## src/rtl/imm_pkg.sv

```systemverilog
// Shared types and defaults for the immediate-generator pipeline.
package imm_pkg;

  localparam int unsigned XLEN_DEFAULT = 32;

  typedef enum logic [2:0] {
    ImmR  = 3'b000,
    ImmI  = 3'b001,
    ImmI2 = 3'b010,
    ImmB  = 3'b011,
    ImmU  = 3'b100,
    ImmJ  = 3'b101,
    ImmS  = 3'b110,
    ImmZ  = 3'b111
  } imm_type_e;

endpackage

```

## src/rtl/imm_fifo.sv

```systemverilog
// Ready/valid FIFO holding decoded immediates plus tags; flush beats push and pop.
module imm_fifo #(
  parameter int unsigned Width = 36,
  parameter int unsigned Depth = 4,
  localparam int unsigned CntW = $clog2(Depth + 1),
  localparam int unsigned PtrW = $clog2(Depth)
) (
  input  logic             clk_i,
  input  logic             rst_ni,
  input  logic             valid_i,
  output logic             ready_o,
  input  logic [Width-1:0] data_i,
  input  logic             flush_i,
  output logic             valid_o,
  input  logic             ready_i,
  output logic [Width-1:0] data_o,
  output logic [CntW-1:0]  count_o
);

  localparam logic [CntW-1:0] Full = CntW'(Depth);

  logic [Width-1:0] mem_q [Depth];
  logic [PtrW-1:0]  wr_q, wr_d, rd_q, rd_d;
  logic [CntW-1:0]  cnt_q, cnt_d;
  logic             push, pop;

  assign ready_o = (cnt_q < Full);
  assign valid_o = (cnt_q != '0);
  assign push    = valid_i & ready_o;
  assign pop     = valid_o & ready_i;
  assign count_o = cnt_q;
  // Empty queue (including reset) presents zeros rather than stale storage.
  assign data_o  = valid_o ? mem_q[rd_q] : '0;

  always_comb begin
    wr_d  = wr_q;
    rd_d  = rd_q;
    cnt_d = cnt_q;
    if (flush_i) begin
      wr_d  = '0;
      rd_d  = '0;
      cnt_d = '0;
    end else begin
      if (push) wr_d = wr_q + PtrW'(1);
      if (pop)  rd_d = rd_q + PtrW'(1);
      if (push && !pop)      cnt_d = cnt_q + CntW'(1);
      else if (pop && !push) cnt_d = cnt_q - CntW'(1);
    end
  end

  always_ff @(posedge clk_i or negedge rst_ni) begin
    if (!rst_ni) begin
      wr_q  <= '0;
      rd_q  <= '0;
      cnt_q <= '0;
    end else begin
      wr_q  <= wr_d;
      rd_q  <= rd_d;
      cnt_q <= cnt_d;
    end
  end

  always_ff @(posedge clk_i) begin
    if (push && !flush_i) mem_q[wr_q] <= data_i;
  end

endmodule

```

## src/rtl/imm_gen_pipe.sv

```systemverilog
// RISC-V immediate decoder feeding a tagged output queue.
// Define IMM_GEN_ZIMM_EN to decode type 111 as the CSR zimm immediate.
module imm_gen_pipe
  import imm_pkg::*;
#(
  parameter int unsigned XLEN  = XLEN_DEFAULT,
  parameter int unsigned DEPTH = 4,
  parameter int unsigned TAG_W = 4
) (
  input  logic                       clk_in,
  input  logic                       rst_n_in,
  input  logic                       valid_in,
  output logic                       ready_o,
  input  logic [24:0]                instr_in,
  input  logic [2:0]                 imm_type_in,
  input  logic [TAG_W-1:0]           tag_in,
  input  logic                       flush_in,
  output logic                       valid_o,
  input  logic                       ready_in,
  output logic [XLEN-1:0]            imm_o,
  output logic [TAG_W-1:0]           tag_o,
  output logic [$clog2(DEPTH+1)-1:0] count_o
);

  // Indexed with architectural bit numbers so the format slices read naturally.
  logic [31:7] ins;
  assign ins = instr_in;

  logic signed [11:0] i_imm, s_imm;
  logic signed [12:0] b_imm;
  logic signed [31:0] u_imm;
  logic signed [20:0] j_imm;
  logic [XLEN-1:0]    imm_d;

  assign i_imm = $signed(ins[31:20]);
  assign s_imm = $signed({ins[31:25], ins[11:7]});
  assign b_imm = $signed({ins[31], ins[7], ins[30:25], ins[11:8], 1'b0});
  assign u_imm = $signed({ins[31:12], 12'b0});
  assign j_imm = $signed({ins[31], ins[19:12], ins[20], ins[30:21], 1'b0});

  always_comb begin
    imm_d = '0;
    unique case (imm_type_e'(imm_type_in))
      ImmR:        imm_d = '0;
      ImmI, ImmI2: imm_d = XLEN'(i_imm);
      ImmB:        imm_d = XLEN'(b_imm);
      ImmU:        imm_d = XLEN'(u_imm);
      ImmJ:        imm_d = XLEN'(j_imm);
      ImmS:        imm_d = XLEN'(s_imm);
`ifdef IMM_GEN_ZIMM_EN
      ImmZ:        imm_d = XLEN'(ins[19:15]);
`else
      ImmZ:        imm_d = XLEN'(i_imm);
`endif
    endcase
  end

  logic [TAG_W+XLEN-1:0] head;

  imm_fifo #(
    .Width(TAG_W + XLEN),
    .Depth(DEPTH)
  ) u_fifo (
    .clk_i  (clk_in),
    .rst_ni (rst_n_in),
    .valid_i(valid_in),
    .ready_o(ready_o),
    .data_i ({tag_in, imm_d}),
    .flush_i(flush_in),
    .valid_o(valid_o),
    .ready_i(ready_in),
    .data_o (head),
    .count_o(count_o)
  );

  assign imm_o = head[XLEN-1:0];
  assign tag_o = head[TAG_W+XLEN-1:XLEN];

endmodule

```

## config.mk

```make
export PLATFORM = sky130hd
export DESIGN_NAME = imm_gen_pipe
export DESIGN_NICKNAME = d
export VERILOG_FILES = /design/src/rtl/imm_pkg.sv /design/src/rtl/imm_fifo.sv /design/src/rtl/imm_gen_pipe.sv
export SDC_FILE = /design/constraint.sdc
export NUM_CORES = 1
export LEC_CHECK = 0
export CAP_MARGIN = 25
export CELL_PAD_IN_SITES_DETAIL_PLACEMENT = 0
export CELL_PAD_IN_SITES_GLOBAL_PLACEMENT = 1
export CORE_MARGIN = 2
export CORE_UTILIZATION = 50
export CTS_BUF_LIST = sky130_fd_sc_hd__clkbuf_4 sky130_fd_sc_hd__clkbuf_8 sky130_fd_sc_hd__clkbuf_16
export CTS_CLUSTER_DIAMETER = 200
export DETAILED_ROUTE_END_ITERATION = 16
export PLACE_DENSITY_LB_ADDON = 0.1
export SLEW_MARGIN = 25
export SYNTH_ARGS = -nofsm -noshare
export SYNTH_HDL_FRONTEND = slang
export SYNTH_HIERARCHICAL = 1
export SYNTH_SLANG_ARGS = --single-unit
```

## constraint.sdc

```tcl
create_clock -name clk_in -period 4.1 [get_ports clk_in]
set_clock_uncertainty 0.15 [all_clocks]
set_input_delay 0.82 -clock clk_in [delete_from_list [all_inputs] [get_ports clk_in]]
set_output_delay 0.82 -clock clk_in [all_outputs]
set_load 0.01 [all_outputs]
```

==> results.cfg, run 1 <==
[status]
status = complete, no violations

[hold_path]
min_to = u_fifo/wr_q[1]
hold_path_class = reg -> reg
min_from = u_fifo/wr_q[1]
min_path_cells = 2

[grt]
globalRouteTotalUtil_pct = 19.0
grt_max_degree = 42
grt_pass1_vias = 3509
antenna_found_initial = 0
gr-total-overflow = 0
grt_pass1_wl_um = 19500

[worst_setup_path]
worstRegToRegCells = 5
r2r-start = u_fifo/count_o[2]
crit_slowest_cell = dfrtp_2
critPathLaunchType = flip-flop
path_class = reg -> out
critPathRequiredTime_ns = 3.13
cp.arrival_ns = 2.60
cp_max_fo = 14
regToRegSetupSlack_ns = 1.69
rr_endpoint = u_fifo/count_o[1]
cp_slowest_stage_delay_ns = 0.69
worstPathCellList = buf_4 -> mux4_2 -> and2_1 -> clkdlybuf4s50_1
critPathLaunch = u_fifo/rd_q[0]
critPathCaptureType = primary output

[place]
io_buffers = 77
placedInstanceArea_sq_um = 7400
gp_routability_congestion = 0.793
hpwl_um = 7620

[detailed_routing]
postRouteAntennaNets = 0
wirelength_um = 12600
route.detailed.drc = 0
num_vias = 3489
via_per_inst = 5.62
dr.first_iter.drc_count = 202
post_drt_wl_per_cell_um = 20.2
dr.pass1.iters = 4

[synthesis]
syn_area_sq_um = 6430
synthCells = 353
synthesis.nets = 395
yosysWarnings = 6
synth_cell_types = 41
seq_area_frac_synth_pct = 69.9
avgSynthCellArea_sq_um = 18.2
ys_ff_latch = 151
synth_enable_flop_cells = 144
async_flop_share_pct = 4.64
dominantRegCellSynth = edfxtp_1

[floorplanning]
dieArea_sq_um = 13800
ios = 78
rows = 41
die-height_um = 117
core_sq_um = 12600
initial_utilization_pct = 51.2
die_w_um = 117

[clocking]
clkTransAtPathRegs_ns = 0.06
holdBufCountCts = 0
postCtsResizedCells = 0
clock_latency_ns = 0.41
cts_num_sinks = 151
clockBufferDepth = 2
cts_buffers = 17
cts-root-buf = clkbuf_16
h-tree-depth = 4
post_cts_buffers = 0
cts_tree = yes

[sta]
fin_crit_ns = 3.57
setup_tns_ns = 0
fmax_ghz = 0.280
slew_violations = 0
min_period_over_period_pct = 87.1
hold_ws_ns = 0.463
finalHoldViolations = 0
slew-limit-headroom_pct = 54.7
tightest_slew_ns = 0.677
setup_viol = 0
rsz0062_at_grt = false

[job]
maxCapViolCount = 0

[pwr]
p_leak_nw = 2.71
p_total_mw = 4.97
pwr_density_cell_nw_per_um2 = 623
irDropWorstVdd_mv = 0.319

[cells_and_area]
final_area_sq_um = 7970
antenna_cells = 0
n_fill_cell = 939
nNetsFinal = 478
syn2layout_area_growth_pct = 23.9
layout-drive-gt1-share_pct = 19.6
-- area by class of cell --
| type | instances | area, sq um | area share, % |
|---|---|---|---|
| flip-flops and latches | 151 | 4500 | 56.5 |
| multi-input cells | 175 | 1790 | 22.5 |
| repair buffers | 85 | 868 | 10.9 |
| clock buffers | 19 | 440 | 5.53 |
| well taps | 172 | 215 | 2.70 |
| clock inverters | 13 | 131 | 1.65 |
| inverters | 6 | 22.5 | 0.283 |
-- registers in the layout (all words and copies together), names as in the netlist --
register,cells
u_fifo/wr_q,2
u_fifo/rd_q,2
u_fifo/mem_q,144
u_fifo/count_o,3
-- worst max-delay path by stage --
stage	slack, ns	depth (start not counted)	to
finish	0.53	4	tag_o[0]
global route	0.35	4	imm_o[28]
CTS	0.47	4	tag_o[0]
detailed placement	0.92	4	tag_o[0]
global placement	0.94	4	tag_o[1]
floorplan	1.48	3	u_fifo/mem_q[0][0]
-- metal layers --
metal | up-vias | part of all wire [%] | track usage, %
li1 | 1550 | - | -
met1 | 1817 | 45 | 26.0
met2 | 106 | 49 | 30.3
met3 | 16 | 4.5 | 4.38
met4 | 0 | 1.3 | 6.93
met5 | - | 0 | 0
-- layout by cell type, fill, tap and decap left out, types with 2 or more instances in the layout --
cell and instances:
buf_12 3, bufinv_16 2, mux2_2 4, nand2_1 8, nor2_1 7, and2_2 4
dfrtp_2 2, nand3_1 3, xor2_1 3, nor2b_1 10, a21o_1 20, clkdlybuf4s50_1 77
nand2b_1 3, xnor2_1 2, a21oi_1 3, clkbuf_16 17, ha_1 4, edfxtp_1 144
a32oi_1 4, nand4b_1 4, mux4_2 36, clkbuf_4 2, and2_1 37, clkinv_1 3
inv_1 5, o21ai_0 4, dfrtp_1 5, mux2i_1 3, buf_4 5, clkinvlp_4 5
-- metrics by stage --
stage / utilization (%) / worst slack (ns) / std cells
6_report: 63.4 / 0.531 / 621
3_5_place_dp: 58.9 / 0.916 / 589
5_1_grt: 63.4 / 0.351 / 621
3_3_place_gp: 58.9 / 0.939 / 589
2_1_floorplan: - / 1.48 / 353
4_1_cts: 63.4 / 0.467 / 621
-- cell families (layout without fill, tap and decap cells) --
group,Yosys count,count (layout),synth area share (%)
xor gates and xnor gates,5,5,0.681
AOI/OAI and AO/OA,39,39,4.53
muxes,43,43,13.8
adders and majority gates,5,5,1.09
and+or+nand+nor,83,83,7.70
DFF,151,151,69.9
buffers and inverters,27,123,2.31
-- where the power goes --
part           internal (mW)  switching (mW)  total [mW]
clock                  0.902           0.582        1.48
sequential              1.84           0.102        1.94
combinational          0.879           0.663        1.54
-- synth_stat cells, types with 4 or more instances --
library cell | number | area (sq um)
a21o_1 | 20 | 150
a32oi_1 | 4 | 35.0
and2_1 | 41 | 257
buf_2 | 8 | 40.0
buf_6 | 4 | 45.0
clkbuf_1 | 7 | 26.3
dfrtp_1 | 7 | 175
edfxtp_1 | 144 | 4320
ha_1 | 4 | 50.1
inv_1 | 5 | 18.8
mux2_2 | 4 | 45.0
mux4_2 | 36 | 811
nand2_1 | 8 | 30.0
nand4b_1 | 4 | 35.0
nor2_1 | 7 | 26.3
nor2b_1 | 10 | 62.6
o21ai_0 | 4 | 20.0
-- critical path: cells and delay by family (launching register included) --
family	cells	cell delay [ns]
muxes	1	0.54
DFF	1	0.69
buffers and inverters	2	0.79
and+or+nand+nor	1	0.17
(Power assumes the default switching activity.)
==> run 2: changes to the inputs <==
--- a/config.mk
+++ b/config.mk
@@ -13,6 +13,7 @@
 export CTS_BUF_LIST = sky130_fd_sc_hd__clkbuf_4 sky130_fd_sc_hd__clkbuf_8 sky130_fd_sc_hd__clkbuf_16
 export CTS_CLUSTER_DIAMETER = 200
 export DETAILED_ROUTE_END_ITERATION = 16
+export GPL_TIMING_DRIVEN = 0
 export PLACE_DENSITY_LB_ADDON = 0.1
 export SLEW_MARGIN = 25
 export SYNTH_ARGS = -nofsm -noshare
==> results.cfg, run 2 (synthesis results as in run 1) <==
[worst_setup_path]
cp_max_fo = 10
worstPathCellList = or3_4 -> clkbuf_1 -> and2_1 -> clkdlybuf4s50_1
worst-path-buf-inv = 2
critPathRequiredTime_ns = 3.13
crit_slowest_cell = clkdlybuf4s50_1
cp_slowest_stage_delay_ns = 0.56
r2r-start = u_fifo/count_o[1]
regToRegSetupSlack_ns = 1.63
path_class = reg -> out
cp.arrival_ns = 2.44
critPathLaunchType = flip-flop
critPathTopFamily = buffers and inverters
critPathCaptureType = primary output
worstRegToRegCells = 6
rr_endpoint = u_fifo/count_o[1]

[grt]
grt_max_degree = 23
antenna_found_initial = 0
grt_pass1_vias = 3528
gr-total-overflow = 0
globalRouteTotalUtil_pct = 19.7
grt_pass1_wl_um = 20100

[cells_and_area]
nNetsFinal = 493
layout_commonest_cell = edfxtp_1
layout_common_cells = edfxtp_1 (144), clkdlybuf4s50_1 (75), and2_1 (37)
largest_register = u_fifo/mem_q
layout-drive-gt1-share_pct = 21.1
antenna_cells = 0
syn2layout_area_growth_pct = 25.9
largest_register_ffs = 144
utilization_pct = 64.5
n_fill_cell = 922

[floorplanning]
dieArea_sq_um = 13800
core_sq_um = 12600
die-height_um = 117
ios = 78
initial_utilization_pct = 51.2
die_w_um = 117
rows = 41

[clocking]
clkTransAtPathRegs_ns = 0.06
postCtsResizedCells = 0
post_cts_buffers = 0
cts_tree = yes
clock_latency_ns = 0.41
h-tree-depth = 4
clockBufferDepth = 2
holdBufCountCts = 0
cts_buffers = 17
cts-root-buf = clkbuf_16
cts_num_sinks = 151

[pwr]
pwr_density_cell_nw_per_um2 = 628
irDropWorstVdd_mv = 0.298
p_total_mw = 5.09
p_leak_nw = 2.80

[sta]
rsz0062_at_grt = false
slew-limit-headroom_pct = 57.8
fin_crit_ns = 3.41
setup_viol = 0
fmax_ghz = 0.293
min_period_over_period_pct = 83.3
setup_ws_ns = 0.685
slew_violations = 0
tightest_slew_ns = 0.633
setup_tns_ns = 0
finalHoldViolations = 0

[detailed_routing]
post_drt_wl_per_cell_um = 19.9
route.detailed.drc = 0
postRouteAntennaNets = 0
wirelength_um = 12700
via_per_inst = 5.48
num_vias = 3486
dr.pass1.iters = 4
dr.first_iter.drc_count = 284

[place]
preCtsSetupSlack_ns = 1.01
io_buffers = 75
gp_routability_congestion = 0.777
hpwl_um = 8280

[hold_path]
min_to = u_fifo/wr_q[1]
hold_path_class = reg -> reg
min_path_cells = 2
min_from = u_fifo/wr_q[1]

[job]
maxCapViolCount = 0

[status]
status = complete, no violations
[run 2: cell count changes in the layout (fill, tap and decap cells not counted), moves of 3 or more]
cell,previous run,this run
buf_4,5,2
buf_16,0,3
clkbuf_1,0,7
clkinvlp_4,5,2
buf_2,0,8
buf_6,0,4
clkinv_2,1,4
[run 2: per-stage QoR]
stage          hold slack (ns)  cells  area (sq um)
5_1_grt                  0.472    636          8100
6_report                 0.438    636          8100
3_5_place_dp             0.431    604          7510
4_1_cts                  0.439    636          8100
2_1_floorplan            0.374    353          6430
3_3_place_gp             0.414    600          7400
[run 2: per-layer routing]
layer / vias to the layer above / part of all wire [%] / GRT usage (%)
met4: 0 / 0.92 / 5.95
met5: - / 0 / 0
met2: 121 / 47 / 29.3
met3: 11 / 7.0 / 5.45
li1: 1587 / - / -
met1: 1767 / 45 / 28.7
[run 2: where the power goes]
part           switching, mW  internal [mW]
registers             0.0486           1.84
logic                  0.743          0.921
clock network          0.575          0.966
[run 2: tightest hold or removal path, cell delays in order, from the launching register on]
cell and delay, ns:
dfrtp_1 0.41, nand2_1 0.07, a21oi_1 0.06
[run 2: layout make-up]
type / count / area (sq um) / area share (%)
sequential: 151 / 4500 / 55.5
multi-input combinational: 175 / 1790 / 22.1
timing repair buffer: 79 / 853 / 10.5
clock buffer: 19 / 440 / 5.43
tap: 172 / 215 / 2.66
clock inverter: 13 / 155 / 1.91
buffer: 21 / 126 / 1.56
inverter: 6 / 22.5 / 0.278
[run 2: how the worst max path moves through the flow]
stage               depth (start not counted)  slack [ns]                  end         startpoint
finish                                      4        0.69            imm_o[25]  u_fifo/count_o[2]
global route                                4        0.58            imm_o[25]  u_fifo/count_o[2]
CTS                                         4        0.67            imm_o[25]  u_fifo/count_o[2]
detailed placement                          5        1.01  u_fifo/mem_q[2][21]           valid_in
global placement                            4        0.16  u_fifo/mem_q[0][33]           valid_in
floorplan                                   3        1.48   u_fifo/mem_q[0][0]           flush_in
